==> src/rtl/seq_instr_loader_pkg.sv <==
// Shared types and constants for the sequencer instruction loader.
// Row/column select fields carry one spare bit so that out-of-range targets can be
// presented by the program source and flagged rather than silently aliased.
package seq_instr_loader_pkg;

  localparam int unsigned Rows       = 2;
  localparam int unsigned Columns    = 8;
  localparam int unsigned InstrWidth = 27;
  localparam int unsigned InstrDepth = 64;

  localparam int unsigned RowW  = $clog2(Rows) + 1;
  localparam int unsigned ColW  = $clog2(Columns) + 1;
  localparam int unsigned Cells = Rows * Columns;
  localparam int unsigned CellW = $clog2(Cells);
  localparam int unsigned CntW  = $clog2(InstrDepth) + 1;

  typedef struct packed {
    logic [RowW-1:0]       row;
    logic [ColW-1:0]       col;
    logic [InstrWidth-1:0] instr;
    logic                  last;
  } load_record_t;

  typedef enum logic [1:0] {
    StIdle,
    StLoad,
    StFlush,
    StDone
  } loader_state_e;

  // True when the record targets an existing cell.
  function automatic logic in_range(input logic [RowW-1:0] row, input logic [ColW-1:0] col);
    return (32'(row) < Rows) && (32'(col) < Columns);
  endfunction

  // Flat row-major cell index; only meaningful for in-range targets.
  function automatic logic [CellW-1:0] cell_index(input logic [RowW-1:0] row,
                                                  input logic [ColW-1:0] col);
    return CellW'(32'(row) * Columns + 32'(col));
  endfunction

endpackage

==> src/rtl/seq_instr_loader_cell_counter_bank.sv <==
// Per-cell instruction counters, one per sequencer. Cleared together at session start,
// incremented for the selected cell, saturating at the instruction memory depth.
module seq_cell_counter_bank
  import seq_instr_loader_pkg::*;
(
  input  logic             clk,
  input  logic             rst,
  input  logic             clr,
  input  logic             inc,
  input  logic [CellW-1:0] idx,
  output logic             full
);

  logic [CntW-1:0] cnt_q [Cells];

  assign full = (cnt_q[idx] == CntW'(InstrDepth));

  // Counter storage: clear wins over increment; a full cell holds its count.
  always_ff @(posedge clk) begin
    if (rst || clr) begin
      for (int i = 0; i < Cells; i++) begin
        cnt_q[i] <= '0;
      end
    end else if (inc && !full) begin
      cnt_q[idx] <= cnt_q[idx] + CntW'(1);
    end
  end

endmodule

==> src/rtl/seq_instr_loader.sv <==
// Streams {row, col, instr} records into the DRRA sequencer instruction memories.
// Optional feature: define SEQ_LOADER_OVF_CHECK_EN to drop records aimed at a cell that
// already holds InstrDepth instructions and raise sticky err_ovf; otherwise such records
// are written (sequencer address wraps) and err_ovf is tied low.
module seq_instr_loader
  import seq_instr_loader_pkg::*;
(
  input  logic                  clk,
  input  logic                  rst,
  input  logic                  start,
  input  logic                  in_valid,
  output logic                  in_ready,
  input  logic [RowW-1:0]       in_row,
  input  logic [ColW-1:0]       in_col,
  input  logic [InstrWidth-1:0] in_instr,
  input  logic                  in_last,
  output logic                  instr_ld,
  output logic [InstrWidth-1:0] instr_inp,
  output logic [Rows-1:0]       seq_address_rb,
  output logic [Columns-1:0]    seq_address_cb,
  output logic                  done,
  output logic                  err_addr,
  output logic                  err_ovf
);

  load_record_t          rec;
  loader_state_e         state_q, state_d;
  logic                  accept;
  logic                  rec_in_range;
  logic                  ovf_drop;
  logic                  emit;
  logic                  cnt_clr;
  logic                  cell_full;
  logic [CellW-1:0]      cell_idx;

  logic                  instr_ld_q;
  logic [InstrWidth-1:0] instr_inp_q;
  logic [Rows-1:0]       rb_q;
  logic [Columns-1:0]    cb_q;
  logic                  err_addr_q;

  assign rec = '{row: in_row, col: in_col, instr: in_instr, last: in_last};

  assign in_ready     = (state_q == StLoad);
  assign accept       = in_valid & in_ready;
  assign rec_in_range = in_range(rec.row, rec.col);
  // Out-of-range targets never reach the counter bank.
  assign cell_idx     = rec_in_range ? cell_index(rec.row, rec.col) : '0;

`ifdef SEQ_LOADER_OVF_CHECK_EN
  logic err_ovf_q;

  assign ovf_drop = cell_full;
  assign err_ovf  = err_ovf_q;

  // Sticky overflow flag, cleared only by reset.
  always_ff @(posedge clk) begin
    if (rst) begin
      err_ovf_q <= 1'b0;
    end else if (accept && rec_in_range && cell_full) begin
      err_ovf_q <= 1'b1;
    end
  end
`else
  logic unused_cell_full;

  assign unused_cell_full = cell_full;
  assign ovf_drop         = 1'b0;
  assign err_ovf          = 1'b0;
`endif

  assign emit = accept & rec_in_range & ~ovf_drop;

  seq_cell_counter_bank u_counters (
    .clk  (clk),
    .rst  (rst),
    .clr  (cnt_clr),
    .inc  (emit),
    .idx  (cell_idx),
    .full (cell_full)
  );

  // Next-state logic; counters are cleared on the transition into LOAD.
  always_comb begin
    state_d = state_q;
    cnt_clr = 1'b0;
    unique case (state_q)
      StIdle: begin
        if (start) begin
          state_d = StLoad;
          cnt_clr = 1'b1;
        end
      end
      StLoad:  if (accept && rec.last) state_d = StFlush;
      StFlush: state_d = StDone;
      StDone:  state_d = StIdle;
      default: state_d = StIdle;
    endcase
  end

  // State register and registered write port; selects are zero whenever no strobe.
  always_ff @(posedge clk) begin
    if (rst) begin
      state_q     <= StIdle;
      instr_ld_q  <= 1'b0;
      instr_inp_q <= '0;
      rb_q        <= '0;
      cb_q        <= '0;
      err_addr_q  <= 1'b0;
    end else begin
      state_q     <= state_d;
      instr_ld_q  <= emit;
      instr_inp_q <= emit ? rec.instr : '0;
      rb_q        <= emit ? (Rows'(1) << rec.row) : '0;
      cb_q        <= emit ? (Columns'(1) << rec.col) : '0;
      err_addr_q  <= err_addr_q | (accept & ~rec_in_range);
    end
  end

  assign instr_ld       = instr_ld_q;
  assign instr_inp      = instr_inp_q;
  assign seq_address_rb = rb_q;
  assign seq_address_cb = cb_q;
  assign done           = (state_q == StDone);
  assign err_addr       = err_addr_q;

endmodule
==> config.mk <==
export PLATFORM = sky130hd
export DESIGN_NAME = seq_instr_loader
export DESIGN_NICKNAME = d
export VERILOG_FILES = /design/src/rtl/seq_instr_loader_pkg.sv /design/src/rtl/seq_instr_loader_cell_counter_bank.sv /design/src/rtl/seq_instr_loader.sv
export SDC_FILE = /design/constraint.sdc
export NUM_CORES = 1
export LEC_CHECK = 0
export BUFFER_PORTS_ARGS = -buffer_cell sky130_fd_sc_hd__buf_2
export CAP_MARGIN = 0
export CORE_MARGIN = 2
export CORE_UTILIZATION = 35
export DETAILED_ROUTE_END_ITERATION = 6
export PLACE_DENSITY = 0.68
export RECOVER_POWER = 100
export SLEW_MARGIN = 25
export SYNTH_ARGS = -nofsm -noshare
export SYNTH_HDL_FRONTEND = slang
export SYNTH_HIERARCHICAL = 1
export SYNTH_SLANG_ARGS = --single-unit
==> constraint.sdc <==
create_clock -name clk -period 2.9 [get_ports clk]
set_clock_uncertainty 0.1 [all_clocks]
set_input_delay 0.145 -clock clk [delete_from_list [all_inputs] [get_ports clk]]
set_output_delay 0.145 -clock clk [all_outputs]
set_load 0.01 [all_outputs]
Yosys cells after proc, flatten, opt, wreduce, memory -nomap -nowiden. Cells that the tools add are included. Widths: inputs -> output; s select.

Logic and storage cells: 29. Input port bits: 38. Output and inout bits: 42. Flip-flop bits (word level): 41.

Reductions and logical operators: 5. Bitwise logic cells: 6. Equality and inequality tests: 5. Muxes and demuxes: 3. Order comparisons: 2. Shifts and indexed selects: 2.

Operators by type and width (number): $pmux 2 s4 (1); $shl 1x4->8 const A (1); $eq 2x2->1 const B (2); $lt 4x4->1 const B (1); $mux 2 (2); $and 1x1->1 (3); $eq 2x1->1 const B (1); $logic_and 1x1->1 (2); $logic_not 2->1 (1); $lt 2x2->1 const B (1); $ne 2x1->1 const B (1); $ne 2x2->1 const B (1); $not 1->1 (2); $reduce_and 2->1 (1); $reduce_or 2->1 (1); $shl 1x2->2 const A (1); $or 1x1->1 (1).

Longest topological paths before layout. Gate-level depths: netlist (run 1).

Depth in word-level cells: 5. Mapped depth: 9. Depth with buffers taken out: 6.

Worst setup path after synthesis (run 1). No wires, ideal clock.

Kind: reg2reg. Start point: register state_q[1]. End point: register instr_inp_q[10] (netlist: instr_inp[10]). Data arrival time: 1586 ps. Stages on the path, launching flop included: 10. Data required time: 2741 ps. Clock period less this slack: 1744 ps. Path slack: 1156 ps. Setup time: 59 ps. Path buffers: 3. Cell sequence: dfxtp_1 inv_1 ha_1 nand2_1 or4_1 buf_4 inv_2 buf_6 buf_6 and2_1.

Cells in the longest elaborated chain, start to end: 5.

RTL lines: start, declared (RTL line seq_instr_loader.sv:27) `loader_state_e state_q, state_d;`; start signal, assigned (RTL line seq_instr_loader.sv:104) `state_q <= StIdle;`; start signal, assigned (RTL line seq_instr_loader.sv:111) `state_q <= state_d;`; $eq 2x1->1 (RTL line seq_instr_loader.sv:44) `assign in_ready = (state_q == StLoad);`; named net in_ready (RTL line seq_instr_loader.sv:12) `output logic in_ready,`; $and 1x1->1 (RTL line seq_instr_loader.sv:45) `assign accept = in_valid & in_ready;`; $and 1x1->1 (RTL line seq_instr_loader.sv:72) `assign emit = accept & rec_in_range & ~ovf_drop;`; $not 1->1 (no line); $reduce_or 2->1 (no line); end signal, assigned (RTL line seq_instr_loader.sv:113) `instr_inp_q <= emit ? rec.instr : '0;`; end, declared (RTL line seq_instr_loader.sv:37) `logic [InstrWidth-1:0] instr_inp_q;`.

The timed path passes the listed nets, and every way through them passes these cells. A chain may end at the register's enable or synchronous reset.

Worst setup path after layout (run 1).
Start point: register state_q[1]. End point: register cb_q[3] (netlist: seq_address_cb[3]).

Cells in the longest elaborated chain, start to end: 5.

RTL lines: $eq 2x1->1 (RTL line seq_instr_loader.sv:44); $and 1x1->1 (RTL line seq_instr_loader.sv:45); $and 1x1->1 (RTL line seq_instr_loader.sv:72); $not 1->1 (no line); $reduce_or 2->1 (no line); end signal, assigned (RTL line seq_instr_loader.sv:115) `cb_q <= emit ? (Columns'(1) << rec.col) : '0;`; end, declared (RTL line seq_instr_loader.sv:39) `logic [Columns-1:0] cb_q;`.

No other way between the ends.

==> results of run 1 <==
[cell type report]
cell class	count	share of cell area (%)
timing repair buffer	112	33.3
clock buffer	6	2.51
inverter	6	1.10
tap	46	2.82
multi-input combinational	55	18.3
sequential	41	40.2
clock inverter	2	1.84
[logic make-up (layout without fill, tap and decap cells)]
group / count (synthesis) / count (layout) / share of synthesized area (%)
other: 1 / 1 / 0.298
AOI/OAI and AO/OA: 6 / 6 / 3.38
muxes: 1 / 1 / 0.794
adders and majority gates: 4 / 4 / 3.97
and+or+nand+nor: 43 / 43 / 21.3
DFF: 41 / 41 / 65.1
buffers and inverters: 11 / 126 / 5.16
[per-stage QoR]
stage	std cells	hold WS (ns)	area, µm²	total power [mW]	utilization [%]
4_1_cts	268	0.107	2090	1.18	61.8
3_5_place_dp	226	0.225	1670	0.763	49.1
2_1_floorplan	107	0.114	1260	0.705	-
6_report	268	0.127	2040	1.17	60.3
3_3_place_gp	226	0.230	1670	0.752	49.1
5_1_grt	268	0.112	2040	1.23	60.3
[worst max-delay path, stage by stage, from the launching register on]
cell	delay (ns)
dfxtp_1	0.36
inv_1	0.08
ha_1	0.20
nand2_1	0.06
or4_1	0.56
nor3_1	0.21
dlygate4sd3_1	0.56
[per-layer routing]
metal / routed length, µm / part of all wire (%) / vias to the layer above
met2: 1600 / 49 / 61
met1: 1320 / 40 / 483
met4: 74 / 2.3 / 0
met5: 0 / 0 / -
met3: 274 / 8.4 / 8
li1: - / - / 564
[cells in the final DEF, fill, tap and decap left out]
cell | Yosys | final
dfxtp_1 | 41 | 41
clkbuf_1 | 0 | 41
buf_2 | 1 | 37
dlygate4sd3_1 | 0 | 34
and2_1 | 28 | 19
and2_0 | 0 | 9
inv_1 | 5 | 6
clkbuf_4 | 0 | 5
nor4b_1 | 4 | 4
ha_1 | 4 | 4
nor2_1 | 2 | 2
a21oi_1 | 2 | 2
nand2_1 | 2 | 2
nand2b_1 | 2 | 2
nor3_1 | 2 | 2
nor4_1 | 2 | 2
a21bo_2 | 1 | 1
a21boi_0 | 1 | 1
o21a_1 | 1 | 1
or4_1 | 1 | 1
mux2i_1 | 1 | 1
o211ai_1 | 1 | 1
conb_1 | 1 | 1
clkinvlp_4 | 0 | 1
clkbuf_8 | 0 | 1
bufinv_16 | 0 | 1
[registers in the layout (all words and copies together), names as in the netlist]
name,cells
state_q,2
instr_inp,27
seq_address_cb,8
seq_address_rb,2
err_addr,1
instr_ld,1
[what timing repair did]
item	in CTS	in global routing
buffers inserted	0	0
hold buffers	34	0
hold endpoints to repair	38	0
gates resized for setup	0	0
[power by group through the flow]
stage	sequential [mW]	clock, mW	combinational (mW)
floorplan	0.616	0	0.0891
detailed placement	0.613	0	0.149
CTS	0.600	0.396	0.187
global route	0.604	0.424	0.204
finish	0.601	0.387	0.185
global placement	0.611	0	0.141
[worst paths after layout]
path | depth (start not counted) | slack [ns] | to
max | 6 | 0.72 | seq_address_cb[3]
min | 4 | 0.13 | state_q[0]
max reg2reg | 6 | 0.72 | seq_address_cb[3]
min reg2reg | 2 | 0.42 | state_q[1]
==> impl_metrics.py, run 1 <==
metrics = {
    "job": {
        "cap_violations": 0,
    },
    "sta": {
        "period_share_pct": 75.1,
        "tns_ns": 0,
        "rsz0062_at_grt": "false",
        "worst_pin_slew_ns": 0.602,
        "setup_viol": 0,
        "slew_viol_final": 0,
        "min_period_ns": 2.18,
        "max_freq_ghz": 0.459,
        "max-slew-margin-rel_pct": 59.8,
        "hold_violations": 0,
        "post-route-worst-setup-slack_ns": 0.721,
    },
    "critical_path": {
        "crit_arrival_ns": 2.37,
        "cp_max_fo": 10,
        "critPathKind": "reg2reg",
        "end_kind": "register",
        "startpoint": "state_q[1]",
        "crit_required_ns": 3.09,
        "r2r_start": "state_q[1]",
        "startpoint_type": "register",
    },
    "synthesis": {
        "ys.flop_type": "dfxtp_1",
        "syn_area_um2": 1260,
        "ys_warn_count": 6,
        "async_reset_ff_share_pct": 0,
        "syn_area_per_cell_um2": 11.8,
        "yosys.area.top_type_share_pct": 65.1,
        "synth_most_common_cell": "dfxtp_1",
        "synth_nets": 149,
        "ys_ff_latch": 41,
        "yosysSeqAreaShare_pct": 65.1,
        "synth_area_leader_cell": "dfxtp_1",
        "ys_top_cells_by_count": "dfxtp_1, and2_1, inv_1",
        "netlist_top_cells_area": "dfxtp_1, and2_1, ha_1",
        "synthCells": 107,
        "synth_edf_count": 0,
        "synth_cell_types": 22,
    },
    "placed_design": {
        "dp_slack_ns": 0.966,
        "gp_congestion": 0.645,
        "port_buffers": 78,
        "dpl.hpwl_mm": 2.04,
    },
    "global_routing": {
        "antenna_found_initial": 0,
        "use_met2_pct": 30.7,
        "gr-total-overflow": 0,
        "grt_pass1_wl_mm": 5.12,
        "gr-usage-all-layers_pct": 16.8,
        "grt_use_met3_pct": 5.46,
        "grt_use_met1_pct": 16.9,
        "first_global_vias": 1133,
        "grt_max_degree": 30,
        "top_usage_layer": "met2",
    },
    "power": {
        "leakagePower_nw": 0.886,
        "clkPwrFrac_pct": 33.0,
        "power.switching_mw": 0.282,
        "ir_drop_v": 0.000291,
        "powerDensity_nw_per_um2": 574,
        "switching_share_pct": 24.1,
        "combPwrFrac_pct": 15.8,
        "p_int_mw": 0.891,
        "seqPwrFrac_pct": 51.2,
    },
    "finish": {
        "multi_input_area_um2": 374,
        "nFillCells": 306,
        "diodes": 0,
        "drive_above_1_share_pct": 20.7,
        "fin_nets": 263,
        "regArea_um2": 821,
        "area_delta_synth_final_pct": 62.2,
    },
    "clocking": {
        "clk_latency_ns": 0.34,
        "cts-root-buf": "clkbuf_4",
        "clock_sinks": 41,
        "ctsLongestPathBuffers": 2,
        "numCtsBuffers": 5,
        "tritoncts": "yes",
        "h-tree-depth": 2,
        "cts.clk_slew.worst_paths_ns": 0.11,
    },
    "detailed_routing": {
        "vias_per_cell": 4.16,
        "ant_nets": 0,
        "num_vias": 1116,
        "post_drt_wl_per_cell_um": 12.2,
        "routed_wl_mm": 3.27,
        "drc_errors": 0,
        "drtIter0Drc": 39,
        "dr.pass1.iters": 4,
    },
    "die": {
        "die_y_um": 64,
        "rows": 21,
        "core_um2": 3390,
        "dieArea_um2": 4100,
        "ios": 80,
        "die_x_um": 64,
        "start_util_pct": 37.2,
    },
    "min_path": {
        "hold_start": "in_last",
        "hp-class": "in2reg",
    },
    "run_status": {
        "status": "complete, no violations",
    },
}
(Power assumes the default switching activity.)
==> inputs of run 2 (changes only) <==
==> constraint.sdc (replaced) <==
create_clock -name clk -period 2.1 [get_ports clk]
set_clock_uncertainty 0.1 [all_clocks]
set_input_delay 0.105 -clock clk [delete_from_list [all_inputs] [get_ports clk]]
set_output_delay 0.105 -clock clk [all_outputs]
set_load 0.01 [all_outputs]
==> impl_metrics.py, run 2 (synthesized netlist as in run 1, its figures left out) <==
metrics = {
    "critical_path": {
        "reg2regPathDepth": 6,
        "cp.buffers_inverters": 2,
        "critPathKind": "reg2reg",
        "startpoint_type": "register",
        "cp_slowest_cell": "or4_1",
        "crit_required_ns": 2.23,
        "cp_max_fo": 9,
        "path_depth": 6,
        "crit_family": "simple AND/OR/NAND/NOR gates",
        "end_kind": "register",
        "cp_slowest_stage_delay_ns": 0.43,
        "cp_cell_sequence": "inv_1, ha_1, nand2_1, or4_1, clkbuf_1, nor4b_1",
        "crit_arrival_ns": 2.03,
    },
    "power": {
        "ir_drop_v": 0.000407,
        "leakagePower_nw": 0.878,
        "powerDensity_nw_per_um2": 737,
    },
    "sta": {
        "max_freq_ghz": 0.525,
        "period_share_pct": 90.6,
        "post-route-worst-setup-slack_ns": 0.196,
        "tns_ns": 0,
        "hold_violations": 0,
        "setup_viol": 0,
        "slew_viol_final": 0,
        "rsz0062_at_grt": "false",
        "min_period_ns": 1.90,
    },
    "placed_design": {
        "gp_congestion": 0.654,
        "port_buffers": 78,
        "dpl.hpwl_mm": 1.97,
        "dp_slack_ns": 0.304,
    },
    "clocking": {
        "ctsLongestPathBuffers": 2,
        "clk_latency_ns": 0.33,
        "h-tree-depth": 2,
        "cts-root-buf": "clkbuf_4",
        "tritoncts": "yes",
        "clock_sinks": 41,
        "numCtsBuffers": 5,
        "cts.clk_slew.worst_paths_ns": 0.12,
    },
    "job": {
        "cap_violations": 0,
    },
    "die": {
        "die_y_um": 64,
        "start_util_pct": 37.2,
        "rows": 21,
        "core_um2": 3390,
        "ios": 80,
        "die_x_um": 64,
        "dieArea_um2": 4100,
    },
    "finish": {
        "largest_register_ffs": 27,
        "final_common_cell": "clkbuf_1",
        "area_delta_synth_final_pct": 60.6,
        "regArea_um2": 821,
        "drive_above_1_share_pct": 21.1,
        "nFillCells": 319,
        "final_cell_mix": "clkbuf_1, dfxtp_1, buf_2",
        "fin_nets": 264,
        "diodes": 0,
        "multi_input_area_um2": 374,
    },
    "global_routing": {
        "grt_pass1_wl_mm": 4.65,
        "first_global_vias": 1089,
        "grt_max_degree": 30,
        "antenna_found_initial": 0,
        "gr-total-overflow": 0,
        "gr-usage-all-layers_pct": 15.3,
    },
    "detailed_routing": {
        "dr.pass1.iters": 4,
        "drc_errors": 0,
        "post_drt_wl_per_cell_um": 11.5,
        "ant_nets": 0,
        "drtIter0Drc": 40,
        "num_vias": 1122,
        "routed_wl_mm": 3.10,
        "vias_per_cell": 4.17,
    },
    "min_path": {
        "hp-class": "in2reg",
        "holdPathStages": 4,
    },
    "run_status": {
        "status": "complete, no violations",
    },
}
## run 2: timing repair
item	in CTS	in global routing
hold endpoints to repair	40	0
hold buffers	34	0
resized for setup	0	0
buffers inserted	0	0
## run 2: per-layer routing
| metal | part of all wire, % | wire, µm | GRT usage (%) |
|---|---|---|---|
| met1 | 41 | 1280 | 16.1 |
| met2 | 49 | 1530 | 27.9 |
| met3 | 7.9 | 243 | 5.46 |
| met4 | 1.5 | 46 | 5.71 |
| met5 | 0 | 0 | 0 |
## run 2: cell type report
type	count	share of cell area, %
clock buffers	6	2.54
flip-flops and latches	41	40.6
clock inverters	2	0.680
well taps	46	2.84
repair buffers	113	33.8
multi-input cells	55	18.5
inverters	6	1.11
## run 2: path summary, 6_finish.rpt
kind,startpoint,slack [ns],endpoint
worst min-delay path,in_last,0.07,state_q[0]
worst max register to register,state_q[1],0.20,seq_address_cb[5]
worst max-delay path,state_q[1],0.20,seq_address_cb[5]
worst min register to register,state_q[1],0.44,state_q[1]
## run 2: where the power goes
part	leakage (nW)	switching, mW	internal, mW	total, mW
registers	0.331	0.0216	0.808	0.829
logic	0.509	0.119	0.141	0.260
clock network	0.0382	0.239	0.163	0.402
total	0.878	0.379	1.11	1.49
## run 2: per-stage QoR
step           cells  instance area, µm²  hold WS [ns]  util [%]  power (mW)
2_1_floorplan    107                1260        0.0741         -       0.973
3_3_place_gp     227                1670         0.191      49.4        1.04
3_5_place_dp     227                1670         0.192      49.4        1.05
4_1_cts          269                2080        0.0428      61.3        1.51
5_1_grt          269                2020        0.0716      59.7        1.58
6_report         269                2020        0.0686      59.7        1.49
## run 2: worst reg2reg max path: cells and delay by family (launching register included)
kind / cells / cell delay [ns]
buffers and inverters: 2 / 0.30
and+or+nand+nor: 3 / 0.83
adders and majority gates: 1 / 0.20
DFF: 1 / 0.36
==> inputs of run 3 (changes only) <==
--- a/config.mk
+++ b/config.mk
@@ -10,8 +10,10 @@
 export CORE_MARGIN = 2
 export CORE_UTILIZATION = 35
 export DETAILED_ROUTE_END_ITERATION = 6
+export HOLD_SLACK_MARGIN = 0.06
 export PLACE_DENSITY = 0.68
 export RECOVER_POWER = 100
+export REMOVE_ABC_BUFFERS = 1
 export SLEW_MARGIN = 25
 export SYNTH_ARGS = -nofsm -noshare
 export SYNTH_HDL_FRONTEND = slang
==> impl_metrics.py, run 3 (synthesized netlist as in run 1, its figures left out) <==
metrics = {
    "run_status": {
        "status": "complete, no violations",
    },
    "detailed_routing": {
        "drc_errors": 0,
        "dr.pass1.iters": 4,
        "ant_nets": 0,
        "num_vias": 1082,
        "highest_layer": "met4",
        "vias_per_cell": 4.07,
        "post_drt_wl_per_cell_um": 11.2,
        "drtIter0Drc": 28,
        "routed-wl-met3_um": 182,
        "met2_wirelength_mm": 1.62,
        "wl_met1_mm": 1.14,
        "routed_wl_mm": 2.98,
    },
    "critical_path": {
        "critPathKind": "reg2reg",
        "startpoint_type": "register",
        "crit_arrival_ns": 2.09,
        "end_kind": "register",
        "cp_max_fo": 29,
        "crit_required_ns": 2.27,
    },
    "job": {
        "cap_violations": 0,
    },
    "placed_design": {
        "dp_slack_ns": 0.159,
        "gp_congestion": 0.776,
        "port_buffers": 78,
        "dpl.hpwl_mm": 1.92,
    },
    "clocking": {
        "h-tree-depth": 2,
        "cts-root-buf": "clkbuf_4",
        "clk_latency_ns": 0.33,
        "numCtsBuffers": 5,
        "postCtsSetupBuffers": 0,
        "clock_sinks": 41,
        "tritoncts": "yes",
        "cts.clk_slew.worst_paths_ns": 0.11,
        "ctsLongestPathBuffers": 2,
    },
    "finish": {
        "final_cell_mix": "dfxtp_1, clkbuf_1, buf_2",
        "nFillCells": 308,
        "drive_above_1_share_pct": 20.5,
        "largest_register_ffs": 27,
        "regArea_um2": 821,
        "diodes": 0,
        "multi_input_area_um2": 374,
        "area_delta_synth_final_pct": 58.6,
        "fin_nets": 263,
    },
    "die": {
        "die_x_um": 64,
        "core_um2": 3390,
        "rows": 21,
        "die_y_um": 64,
        "dieArea_um2": 4100,
        "ios": 80,
        "start_util_pct": 37.2,
    },
    "sta": {
        "period_share_pct": 91.3,
        "slew_viol_final": 0,
        "max_freq_ghz": 0.521,
        "setup_viol": 0,
        "tns_ns": 0,
        "min_period_ns": 1.92,
        "rsz0062_at_grt": "false",
        "post-route-worst-setup-slack_ns": 0.182,
        "hold_violations": 0,
    },
    "min_path": {
        "hp-class": "in2reg",
    },
    "power": {
        "powerDensity_nw_per_um2": 708,
        "leakagePower_nw": 0.867,
        "ir_drop_v": 0.000468,
    },
    "global_routing": {
        "antenna_found_initial": 0,
        "first_global_vias": 1072,
        "gr-usage-all-layers_pct": 14.9,
        "grt_max_degree": 30,
        "grt_pass1_wl_mm": 4.60,
        "gr-total-overflow": 0,
    },
}
## run 3: cell count changes in the layout (fill, tap and decap cells not counted), sizes merged
cell / change
inv: -1
clkbuf: -2
## run 3: per-stage QoR
| step | power, mW | std cells | hold slack [ns] | area [µm²] | utilization, % |
|---|---|---|---|---|---|
| 2_1_floorplan | 0.967 | 102 | 0.0741 | 1220 | - |
| 4_1_cts | 1.44 | 266 | 0.0693 | 2050 | 60.4 |
| 6_report | 1.42 | 266 | 0.0899 | 2000 | 59.0 |
| 3_5_place_dp | 1.05 | 226 | 0.182 | 1670 | 49.1 |
| 5_1_grt | 1.50 | 266 | 0.0804 | 2000 | 59.0 |
| 3_3_place_gp | 1.04 | 226 | 0.188 | 1670 | 49.1 |
## run 3: area by class of cell
type	count	area share [%]
inverters	6	1.19
multi-input cells	55	18.7
clock buffers	5	1.88
repair buffers	112	34.0
flip-flops and latches	41	41.1
well taps	46	2.88
clock inverters	1	0.250
## run 3: worst paths after layout
check        slack (ns)            end  cells past startpoint  startpoint
max                0.18  instr_inp[23]                      6  state_q[1]
min reg2reg        0.43     state_q[1]                      2  state_q[1]
max reg2reg        0.18  instr_inp[23]                      6  state_q[1]
min                0.09     state_q[0]                      4    in_valid
## run 3: routing by layer
metal / vias up / track usage [%]
li1: 560 / -
met1: 473 / 14.9
met2: 45 / 27.3
met3: 4 / 4.93
met4: 0 / 7.34
met5: - / 0
## run 3: power breakdown
part | internal [mW] | switching [mW]
Combinational | 0.140 | 0.111
Sequential | 0.808 | 0.0201
Clock | 0.116 | 0.221
Total | 1.06 | 0.352
## run 3: what timing repair did
action                     4_1_cts  5_1_grt
hold buffers                    34        0
gates resized for setup          0        1
hold endpoints to repair        40        0
setup endpoints to repair        0       19
## run 3: worst max-delay path: stages, from the launching register on
cell	delay [ns]
dfxtp_1	0.35
inv_1	0.08
ha_1	0.20
nand2_1	0.06
or4_1	0.59
clkinv_2	0.29
and2_0	0.18
